--- src/rtl/decode_stage_pkg.sv ---
// Shared decode definitions: opcodes, selector encodings,
// the datapath control bundle and its reset/NOP value.
package decode_stage_pkg;

  localparam logic [6:0] OP_LUI    = 7'b0110111;
  localparam logic [6:0] OP_AUIPC  = 7'b0010111;
  localparam logic [6:0] OP_JAL    = 7'b1101111;
  localparam logic [6:0] OP_JALR   = 7'b1100111;
  localparam logic [6:0] OP_BRAN   = 7'b1100011;
  localparam logic [6:0] OP_LOAD   = 7'b0000011;
  localparam logic [6:0] OP_STORE  = 7'b0100011;
  localparam logic [6:0] OP_ARII   = 7'b0010011;
  localparam logic [6:0] OP_ARIR   = 7'b0110011;
  localparam logic [6:0] OP_ARII32 = 7'b0011011;
  localparam logic [6:0] OP_ARIR32 = 7'b0111011;
  localparam logic [6:0] OP_FENCE  = 7'b0001111;
  localparam logic [6:0] OP_PRIV   = 7'b1110011;

  localparam logic [2:0] IMM_I = 3'd0;
  localparam logic [2:0] IMM_S = 3'd1;
  localparam logic [2:0] IMM_B = 3'd2;
  localparam logic [2:0] IMM_U = 3'd3;
  localparam logic [2:0] IMM_J = 3'd4;
  localparam logic [2:0] IMM_Z = 3'd5;

  localparam logic [3:0] ALU_ADD   = 4'b0000;
  localparam logic [3:0] ALU_PASSB = 4'b1111;

  localparam logic [1:0] WB_MEM = 2'd0;
  localparam logic [1:0] WB_ALU = 2'd1;
  localparam logic [1:0] WB_PC4 = 2'd2;
  localparam logic [1:0] WB_CSR = 2'd3;

  localparam logic ASEL_REG  = 1'b0;
  localparam logic ASEL_PC   = 1'b1;
  localparam logic BSEL_REG  = 1'b0;
  localparam logic BSEL_IMM  = 1'b1;
  localparam logic MEM_READ  = 1'b0;
  localparam logic MEM_WRITE = 1'b1;

  typedef struct packed {
    logic [2:0] immsel;
    logic       regwen;
    logic       brun;
    logic       asel;
    logic       bsel;
    logic [3:0] alusel;
    logic       aluupper;
    logic       memrw;
    logic [1:0] memword;
    logic       memsign;
    logic [1:0] wbsel;
    logic       csrsel;
    logic       csr_wen;
    logic [1:0] csr_funct;
    logic       is_branch;
    logic       is_jump;
  } ctl_t;

  // Same shape as "addi x0,x0,0" but with every enable off.
  localparam ctl_t CTL_NOP = '{
    immsel:    IMM_I,
    regwen:    1'b0,
    brun:      1'b0,
    asel:      ASEL_REG,
    bsel:      BSEL_IMM,
    alusel:    ALU_ADD,
    aluupper:  1'b1,
    memrw:     MEM_READ,
    memword:   2'd0,
    memsign:   1'b0,
    wbsel:     WB_ALU,
    csrsel:    1'b0,
    csr_wen:   1'b0,
    csr_funct: 2'd0,
    is_branch: 1'b0,
    is_jump:   1'b0
  };

  // A trap bundle must have no architectural side effects.
  function automatic ctl_t trap_ctl(input ctl_t c);
    ctl_t t;
    t         = c;
    t.regwen  = 1'b0;
    t.memrw   = MEM_READ;
    t.csr_wen = 1'b0;
    return t;
  endfunction

endpackage

--- src/rtl/decode_comb.sv ---
// Pure combinational decoder: opcode/funct fields -> ctl_t,
// plus illegal, uses_rs2 and fence flags. No state.
module decode_comb
  import decode_stage_pkg::*;
#(
  parameter int XLEN   = 64,
  parameter bit CSR_EN = 1'b1
) (
  input  logic [6:0] i_op,
  input  logic [2:0] i_f3,
  input  logic       i_b30,
  input  logic       i_b13,
  output ctl_t       o_ctl,
  output logic       o_illegal,
  output logic       o_uses_rs2,
  output logic       o_is_fence
);

  localparam bit RV64 = (XLEN == 64);

  logic [3:0] w_alu_f3;
  logic [3:0] w_alu_r;
  logic [3:0] w_alu_i;

  assign w_alu_f3 = {1'b0, i_f3};
  assign w_alu_r  = {i_b30, i_f3};
  // Only shift-right immediates carry an op bit in inst[30].
  assign w_alu_i  = (i_f3 == 3'b101) ? w_alu_r : w_alu_f3;

  always_comb begin
    o_ctl      = CTL_NOP;
    o_illegal  = 1'b0;
    o_uses_rs2 = 1'b0;
    o_is_fence = 1'b0;
    unique case (1'b1)
      (i_op == OP_LUI): begin
        o_ctl.immsel = IMM_U;
        o_ctl.regwen = 1'b1;
        o_ctl.alusel = ALU_PASSB;
      end
      (i_op == OP_AUIPC): begin
        o_ctl.immsel = IMM_U;
        o_ctl.regwen = 1'b1;
        o_ctl.asel   = ASEL_PC;
      end
      (i_op == OP_JAL): begin
        o_ctl.immsel  = IMM_J;
        o_ctl.regwen  = 1'b1;
        o_ctl.asel    = ASEL_PC;
        o_ctl.wbsel   = WB_PC4;
        o_ctl.is_jump = 1'b1;
      end
      (i_op == OP_JALR): begin
        o_ctl.regwen  = 1'b1;
        o_ctl.wbsel   = WB_PC4;
        o_ctl.is_jump = 1'b1;
      end
      (i_op == OP_BRAN): begin
        o_ctl.immsel    = IMM_B;
        o_ctl.asel      = ASEL_PC;
        o_ctl.brun      = i_b13;
        o_ctl.is_branch = 1'b1;
        o_uses_rs2      = 1'b1;
      end
      (i_op == OP_LOAD): begin
        o_ctl.regwen  = 1'b1;
        o_ctl.wbsel   = WB_MEM;
        o_ctl.memword = i_f3[1:0];
        o_ctl.memsign = ~i_f3[2];
      end
      (i_op == OP_STORE): begin
        o_ctl.immsel  = IMM_S;
        o_ctl.memrw   = MEM_WRITE;
        o_ctl.memword = i_f3[1:0];
        o_uses_rs2    = 1'b1;
      end
      (i_op == OP_ARII): begin
        o_ctl.regwen = 1'b1;
        o_ctl.alusel = w_alu_i;
      end
      (i_op == OP_ARIR): begin
        o_ctl.regwen = 1'b1;
        o_ctl.bsel   = BSEL_REG;
        o_ctl.alusel = w_alu_r;
        o_uses_rs2   = 1'b1;
      end
      (i_op == OP_ARII32): begin
        o_ctl.regwen   = 1'b1;
        o_ctl.alusel   = w_alu_i;
        o_ctl.aluupper = 1'b0;
        o_illegal      = !RV64;
      end
      (i_op == OP_ARIR32): begin
        o_ctl.regwen   = 1'b1;
        o_ctl.bsel     = BSEL_REG;
        o_ctl.alusel   = w_alu_r;
        o_ctl.aluupper = 1'b0;
        o_uses_rs2     = 1'b1;
        o_illegal      = !RV64;
      end
      (i_op == OP_FENCE): begin
        o_is_fence = 1'b1;
      end
      (i_op == OP_PRIV): begin
        o_ctl.immsel    = IMM_Z;
        o_ctl.wbsel     = WB_CSR;
        o_ctl.regwen    = (i_f3 != 3'd0);
        o_ctl.csr_wen   = (i_f3[1:0] != 2'd0);
        o_ctl.csrsel    = i_f3[2];
        o_ctl.csr_funct = i_f3[1:0];
        o_illegal       = !CSR_EN;
      end
      default: begin
        o_illegal = 1'b1;
      end
    endcase
    // Compressed encodings are not supported here.
    if (i_op[1:0] != 2'b11) begin
      o_illegal  = 1'b1;
      o_is_fence = 1'b0;
    end
  end

endmodule

--- src/rtl/decode_stage.sv ---
// Registered decode stage between fetch and execute: handshakes,
// load-use stall, flush, fence drain wait, illegal-inst trap hold.
module decode_stage
  import decode_stage_pkg::*;
#(
  parameter int XLEN   = 64,
  parameter bit CSR_EN = 1'b1
) (
  input  logic            clk,
  input  logic            rst_n,
  input  logic            in_valid,
  output logic            in_ready,
  input  logic [31:0]     in_inst,
  input  logic [XLEN-1:0] in_pc,
  input  logic            flush,
  input  logic            ex_load_vld,
  input  logic [4:0]      ex_load_rd,
  input  logic            mem_idle,
  output logic            out_valid,
  input  logic            out_ready,
  output logic [XLEN-1:0] out_pc,
  output logic [31:0]     out_inst,
  output ctl_t            out_ctl,
  output logic            out_trap
);

  typedef enum logic [1:0] {
    S_RUN,
    S_FENCE_WAIT,
    S_TRAP_HOLD
  } state_t;

  state_t          r_state;
  logic            r_out_valid;
  logic            r_out_trap;
  logic [XLEN-1:0] r_out_pc;
  logic [31:0]     r_out_inst;
  ctl_t            r_out_ctl;

  ctl_t       w_ctl;
  logic       w_illegal;
  logic       w_uses_rs2;
  logic       w_is_fence;
  logic [4:0] w_rs1;
  logic [4:0] w_rs2;
  logic       w_hazard;
  logic       w_drain;
  logic       w_in_ready;
  logic       w_accept;

  decode_comb #(
    .XLEN   (XLEN),
    .CSR_EN (CSR_EN)
  ) u_dec (
    .i_op       (in_inst[6:0]),
    .i_f3       (in_inst[14:12]),
    .i_b30      (in_inst[30]),
    .i_b13      (in_inst[13]),
    .o_ctl      (w_ctl),
    .o_illegal  (w_illegal),
    .o_uses_rs2 (w_uses_rs2),
    .o_is_fence (w_is_fence)
  );

  assign w_rs1 = in_inst[19:15];
  assign w_rs2 = in_inst[24:20];

  assign w_hazard = ex_load_vld
                 && (ex_load_rd != 5'd0)
                 && ((w_rs1 == ex_load_rd)
                  || (w_uses_rs2 && (w_rs2 == ex_load_rd)));

  assign w_drain    = !r_out_valid || out_ready;
  assign w_in_ready = (r_state == S_RUN) && w_drain
                   && !w_hazard && !flush;
  assign w_accept   = in_valid && w_in_ready;

  always_ff @(posedge clk or negedge rst_n) begin
    if (!rst_n) begin
      r_state     <= S_RUN;
      r_out_valid <= 1'b0;
      r_out_trap  <= 1'b0;
      r_out_pc    <= '0;
      r_out_inst  <= 32'h0000_0013;
      r_out_ctl   <= CTL_NOP;
    end else if (flush) begin
      r_state     <= S_RUN;
      r_out_valid <= 1'b0;
      r_out_trap  <= 1'b0;
    end else begin
      // A drained output with nothing accepted becomes a bubble.
      if (w_drain) begin
        r_out_valid <= w_accept;
        r_out_trap  <= w_accept && w_illegal;
        if (w_accept) begin
          r_out_pc   <= in_pc;
          r_out_inst <= in_inst;
          unique case (1'b1)
            w_illegal:  r_out_ctl <= trap_ctl(w_ctl);
            w_is_fence: r_out_ctl <= CTL_NOP;
            default:    r_out_ctl <= w_ctl;
          endcase
        end
      end
      unique case (r_state)
        S_RUN: begin
          if (w_accept && w_illegal)
            r_state <= S_TRAP_HOLD;
          else if (w_accept && w_is_fence)
            r_state <= S_FENCE_WAIT;
        end
        S_FENCE_WAIT: begin
          if (mem_idle)
            r_state <= S_RUN;
        end
        S_TRAP_HOLD: begin
          r_state <= S_TRAP_HOLD;
        end
        default: begin
          r_state <= S_RUN;
        end
      endcase
    end
  end

  assign in_ready  = w_in_ready;
  assign out_valid = r_out_valid;
  assign out_trap  = r_out_trap;
  assign out_pc    = r_out_pc;
  assign out_inst  = r_out_inst;
  assign out_ctl   = r_out_ctl;

endmodule

--- config.mk ---
export PLATFORM = sky130hd
export DESIGN_NAME = decode_stage
export DESIGN_NICKNAME = d
export VERILOG_FILES = /design/src/rtl/decode_stage_pkg.sv /design/src/rtl/decode_comb.sv /design/src/rtl/decode_stage.sv
export SDC_FILE = /design/constraint.sdc
export NUM_CORES = 1
export LEC_CHECK = 0
export CAP_MARGIN = 20
export CORE_MARGIN = 2
export CORE_UTILIZATION = 44
export DETAILED_ROUTE_END_ITERATION = 8
export PLACE_DENSITY = 0.83
export SLEW_MARGIN = 20
export SYNTH_ARGS = -nofsm -noshare
export SYNTH_HDL_FRONTEND = slang
export SYNTH_HIERARCHICAL = 1
export SYNTH_SLANG_ARGS = --single-unit
--- constraint.sdc ---
create_clock -name clk -period 2.17 [get_ports clk]
set_clock_uncertainty 0.15 [all_clocks]
set_input_delay 0.3255 -clock clk [delete_from_list [all_inputs] [get_ports clk]]
set_output_delay 0.3255 -clock clk [all_outputs]
set_load 0.02 [all_outputs]
; After elaboration in Yosys (flattened, before gate mapping)
; Index checks and enable logic that the tools add are counted.
[totals]
output_inout_bits = 123
ff_bits = 124
[op_classes]
mux = 30
reduce_logical = 31
eq_ne = 21
n_bitwise = 2
[ops]
columns = cell, n
row1 = one-hot mux 24 bit (2 select lines), 1
row2 = "== test 7 x 6 -> 1 bit, second input constant", 4
row3 = "== test 7 bit, second input constant", 4
row4 = "== test 7 x 5 -> 1 bit, second input constant", 3
row5 = two-way mux 1 bit, 17
row6 = one-hot mux 3 bit (5 select lines), 1
row7 = OR reduction 13 bit, 1
row8 = one-hot mux 2 bit (3 select lines), 2
row9 = one-hot mux 4 bit (3 select lines), 1
row10 = OR reduction 2 bit, 6
row11 = == test 5 bit, 2
row12 = two-way mux 2 bit, 5
row13 = logical AND 1 bit, 9
row14 = OR reduction 9 bit, 1
row15 = two-way mux 4 bit, 2
row16 = "== test 7 x 2 -> 1 bit, second input constant", 1
row17 = "== test 7 x 4 -> 1 bit, second input constant", 1
row18 = nonzero test 5 bit, 1
row19 = "inequality test 4 x 2 -> 1 bit, second input constant", 1
row20 = nonzero test 2 bit, 2
row21 = OR reduction 4 bit, 1
row22 = "== test 3 bit, second input constant", 1
row23 = logical NOT 1 bit, 3
row24 = "inequality test 3 bit, second input constant", 1
row25 = other kinds (11), 13

; Longest topological paths before layout
[logic_depth]
ltp_word = 15
mapped_depth = 10

; By module
; The synthesis kept the hierarchy.
[by_module_without_submodules]
columns = module, cells_each, n_inst, area_per_inst_um2
row1 = decode_stage, 305, 1, 5158.7
row2 = decode_comb, 78, 1, 526.8

; Worst setup path before layout
; OpenSTA, ideal clock, no wires.
[synth_timing]
kind = input -> register
startpoint = input port in_inst[2]
endpoint = register r_out_inst[10], in the netlist out_inst[10]
n_path_buf = 4
arrival_time_ps = 2082
path_slack_ps = -187
cell_stages = 9
required_ps = 1895
setup_time_ps = 125
cell_sequence = buf_2 -> buf_2 -> nor4_1 -> nand2_1 -> o22ai_1 -> a21oi_4 -> buf_12 -> buf_12 -> mux2_4
[synth_between]
elab_chain_len = 11
word_cells_on_any_way = 14
[synth_rtl]
columns = item, line_no
row1 = from (decl), decode_stage.sv:13  ; input logic [31:0] in_inst,
row2 = == test 7 x 6 -> 1 bit (tied with other cells), decode_comb.sv:93  ; (i_op == OP_ARIR32): begin
row3 = OR reduction 4 bit (no line) (*), -
row4 = two-way mux 1 bit (*), decode_comb.sv:35  ; unique case (1'b1)
row5 = named net w_uses_rs2, decode_stage.sv:42  ; logic w_uses_rs2;
row6 = logical AND 1 bit (*), decode_stage.sv:71  ; || (w_uses_rs2 && (w_rs2 == ex_load_rd)));
row7 = logical OR 1 bit (*), decode_stage.sv:71
row8 = logical AND 1 bit (*), decode_stage.sv:70  ; && ((w_rs1 == ex_load_rd)
row9 = logical NOT 1 bit (*), decode_stage.sv:75  ; && !w_hazard && !flush;
row10 = logical AND 1 bit (*) (2 in a row), decode_stage.sv:75
row11 = logical AND 1 bit (*), decode_stage.sv:76  ; assign w_accept = in_valid && w_in_ready;
row12 = AND reduction 3 bit (no line) (*), -
row13 = to (signal assigned), decode_stage.sv:97  ; r_out_inst <= in_inst;
row14 = to (decl), decode_stage.sv:37  ; logic [31:0] r_out_inst;
; The timed path passes the listed nets; every way through them passes the cells marked *.
; A chain may end at the register's enable or synchronous reset.

; Final worst setup path
[layout_timing]
startpoint = input port ex_load_rd[2]
endpoint = register r_out_pc[36], in the netlist out_pc[36]
[layout_between]
elab_chain_len = 9
word_cells_on_any_way = 12
[layout_rtl]
columns = item, line_no
row1 = from (decl), decode_stage.sv:17  ; input logic [4:0] ex_load_rd,
row2 = == test 5 bit, decode_stage.sv:71
row3 = logical AND 1 bit, decode_stage.sv:71
row4 = logical OR 1 bit, decode_stage.sv:71
row5 = logical AND 1 bit (*), decode_stage.sv:70
row6 = logical NOT 1 bit (*), decode_stage.sv:75
row7 = logical AND 1 bit (*) (2 in a row), decode_stage.sv:75
row8 = logical AND 1 bit (*), decode_stage.sv:76
row9 = AND reduction 3 bit (no line) (*), -
row10 = to (signal assigned), decode_stage.sv:96  ; r_out_pc <= in_pc;
row11 = to (decl), decode_stage.sv:36  ; logic [XLEN-1:0] r_out_pc;
; Every way passes the cells marked *; elsewhere a longest branch is shown, timed or not.

==> impl_metrics.py <==
metrics = {
    "synthesis": {
        "synth_most_common_cell": "dfrtp_1",
        "synth_nets": 491,
        "yosysTopAreaCellShare_pct": 51.9,
        "ys.flop_type": "dfrtp_1",
        "seq_area_frac_synth_pct": 54.7,
        "synthArstFlopShare_pct": 100,
        "syn_area_um2": 5690,
        "ys_ff_latch": 124,
        "synth_cell_types": 54,
        "syn_inst": 383,
        "avgSynthCellArea_um2": 14.8,
        "synth_commonest_cells": "dfrtp_1 (118), mux2_4 (63), mux2_2 (24)",
        "synth_area_leaders": "dfrtp_1 (52%), mux2_4 (17%), mux2_2 (4.8%), buf_12 (2.8%), dfstp_2 (2.8%)",
        "yosys.area.top_type": "dfrtp_1",
        "synth_edf_count": 0,
        "synth_warnings": 6,
    },
    "setup_path": {
        "worstSetupEndpointType": "flip-flop",
        "path_cells": "dlygate4sd2_1 > or4_4 > o21a_4 > a21oi_4 > buf_12 > buf_12 > mux2_2",
        "path_common_cell": "buf_12",
        "rr_worst_depth": 6,
        "rr_endpoint": "out_pc[36]",
        "r2r_setup_slack_ps": 150,
        "path_class": "in -> reg",
        "worst_path_max_delay_cell": "or4_4",
        "cp.arrival_ps": 2290,
        "crit_required_ps": 2320,
        "critPathLaunchType": "input port",
        "r2r-start": "r_state[1]",
        "crit_path_max_fanout": 14,
        "critPathMaxStageDelay_ps": 520,
    },
    "floorplanning": {
        "dieArea_um2": 13800,
        "io_pins": 231,
        "core_um2": 12600,
        "die_w_um": 118,
        "row_count": 41,
        "die_height_um": 118,
        "start_util_pct": 45.1,
    },
    "cts": {
        "cts-htree-levels": 4,
        "clock_latency_ps": 430,
        "root_buffer": "clkbuf_16",
        "cts_tree": "built",
        "clk_pin_slew_ps": 50,
        "cts.sinks": 124,
        "ctsLongestPathBuffers": 2,
        "cts_buffers": 17,
    },
    "place": {
        "dp_hpwl_um": 11800,
        "port_buffers": 230,
        "gp_congestion": 0.835,
    },
    "pwr": {
        "power_density_nw_per_um2": 960,
        "peakVddDrop_mv": 0.551,
        "p_leak_nw": 4.12,
    },
    "routing": {
        "final_antenna_net_count": 0,
        "dr.pass1.iters": 4,
        "viasPerCell": 5.04,
        "vias": 4364,
        "routedWlPerCell_um": 19.0,
        "drt_iter0_drc": 277,
        "drcViolationCount": 0,
        "wl_um": 16400,
    },
    "sta": {
        "worstMarginPinSlew_ps": 507,
        "period_share_pct": 98.3,
        "setup_viol": 0,
        "drv_slew": 0,
        "rsz0062_at_grt": "yes",
        "finalSetupTns_ps": 0,
        "period_minus_slack_ps": 2130,
        "hold_ws_ps": 220,
        "hold_violations": 0,
        "fmax_ghz": 0.469,
        "slew_headroom_pct": 66.2,
    },
    "final_layout": {
        "seqCellArea_um2": 3110,
        "layout.nets": 790,
        "nFillCells": 848,
        "area_growth_syn_to_layout_pct": 64.0,
        "drive_gt1_share_pct": 31.0,
        "multi_input_area_um2": 2360,
        "diodes": 0,
    },
    "outcome": {
        "status": "complete, no violations",
    },
    "flow_run": {
        "drv_cap": 0,
    },
    "global_route": {
        "grt_pass1_vias": 4795,
        "grt_max_degree": 42,
        "track_usage_pct": 23.7,
        "grt_pass1_wl_um": 25400,
        "antenna_found_initial": 1,
        "gr-total-overflow": 0,
    },
    "min_path": {
        "min_to": "out_inst[6]",
        "hp-start": "in_inst[6]",
        "hp-class": "in -> reg",
        "hold_depth": 3,
    },
}
[critical path: cells and delay by family]
family	cells	cell delay, ps
AO/OA/AOI/OAI	2	480
AND/OR/NAND/NOR	1	520
multiplexers	1	340
buffers and inverters	3	610
[layer usage]
metal | routed length, um | up-vias | track usage [%]
li1 | - | 1974 | -
met1 | 6350 | 2154 | 26.2
met2 | 8360 | 200 | 40.4
met3 | 1250 | 34 | 8.77
met4 | 462 | 2 | 10.8
met5 | 13 | - | 0
[how the worst max path moves through the flow]
stage / start / to / slack (ps)
after floorplan: in_inst[2] / out_inst[10] / 20
after global placement: ex_load_rd[1] / in_ready / -620
after detailed placement: ex_load_rd[1] / in_ready / -610
after CTS: in_inst[5] / out_pc[8] / -20
after global routing: ex_load_rd[2] / out_pc[39] / -20
final: ex_load_rd[2] / out_pc[36] / 40
[cell families after synthesis]
| kind of cell | after synthesis | synth area share, % |
|---|---|---|
| compound gates | 47 | 6.87 |
| mux | 102 | 24.2 |
| flops | 124 | 54.7 |
| simple gates | 66 | 7.31 |
| xor+xnor | 11 | 1.69 |
| buf+inv | 33 | 5.19 |
[through the flow]
| step | setup slack (ps) | instances | util [%] | instance area [um2] | power, mW |
|---|---|---|---|---|---|
| floorplan | 19.2 | 383 | - | 5700 | 4.61 |
| global route | -15.6 | 866 | 73.9 | 9320 | 9.31 |
| detailed placement | -606 | 823 | 67.6 | 8530 | 6.18 |
| CTS | -15.5 | 856 | 72.4 | 9140 | 8.96 |
| global placement | -619 | 823 | 67.6 | 8530 | 6.08 |
| finish | 37.7 | 866 | 73.9 | 9320 | 8.95 |
[power by group]
part	internal [mW]	total [mW]	switching [mW]
combinational	1.75	3.08	1.33
sequential	2.83	3.14	0.306
clock	1.73	2.73	0.997
[cell usage in the layout, fill, tap and decap left out, types with 2 or more instances in the layout]
cell	Yosys	layout
a21o_1	2	2
nor4_4	1	2
a41o_1	2	2
nor2_1	10	10
buf_12	8	9
a22o_1	18	18
nor3_1	4	3
mux2_4	63	67
mux2_1	9	9
inv_2	0	2
clkinv_2	0	5
clkbuf_16	0	20
dfrtp_1	118	118
nand3_1	6	6
buf_4	3	55
buf_6	3	3
bufinv_16	0	2
o21ai_0	4	3
dlymetal6s2s_1	0	4
a21oi_1	10	9
clkbuf_1	0	4
and2_1	6	6
nor2b_1	3	3
mux2_2	24	20
nand2b_1	4	4
nand2_1	12	11
clkdlybuf4s50_1	0	217
xnor2_1	11	11
nand2_2	1	2
mux2i_1	6	6
dlygate4sd2_1	0	6
dfstp_2	6	6
nand4_1	2	2
inv_1	13	11
clkbuf_8	0	2
[cell type report]
type	instances	share of cell area, %
Timing Repair Buffer	300	32.4
Clock buffer	23	5.02
Multi-Input combinational cell	226	25.4
Inverter	13	0.523
Tap cell	172	2.31
Sequential cell	124	33.4
Clock inverter	8	0.993
[registers in the layout (all words and copies together), names as in the netlist]
| register | flops |
|---|---|
| out_pc | 64 |
| out_inst | 32 |
| out_ctl | 24 |
| r_state | 2 |
| out_trap | 1 |
| out_valid | 1 |
[what timing repair did]
action	CTS	global route
pin swaps	5	6
hold buffers	1	0
hold endpoints to repair	33	0
setup endpoints to repair	108	115
gates cloned	0	4
resized for setup	21	16
buffers inserted	1	6
(Power assumes the default switching activity.)
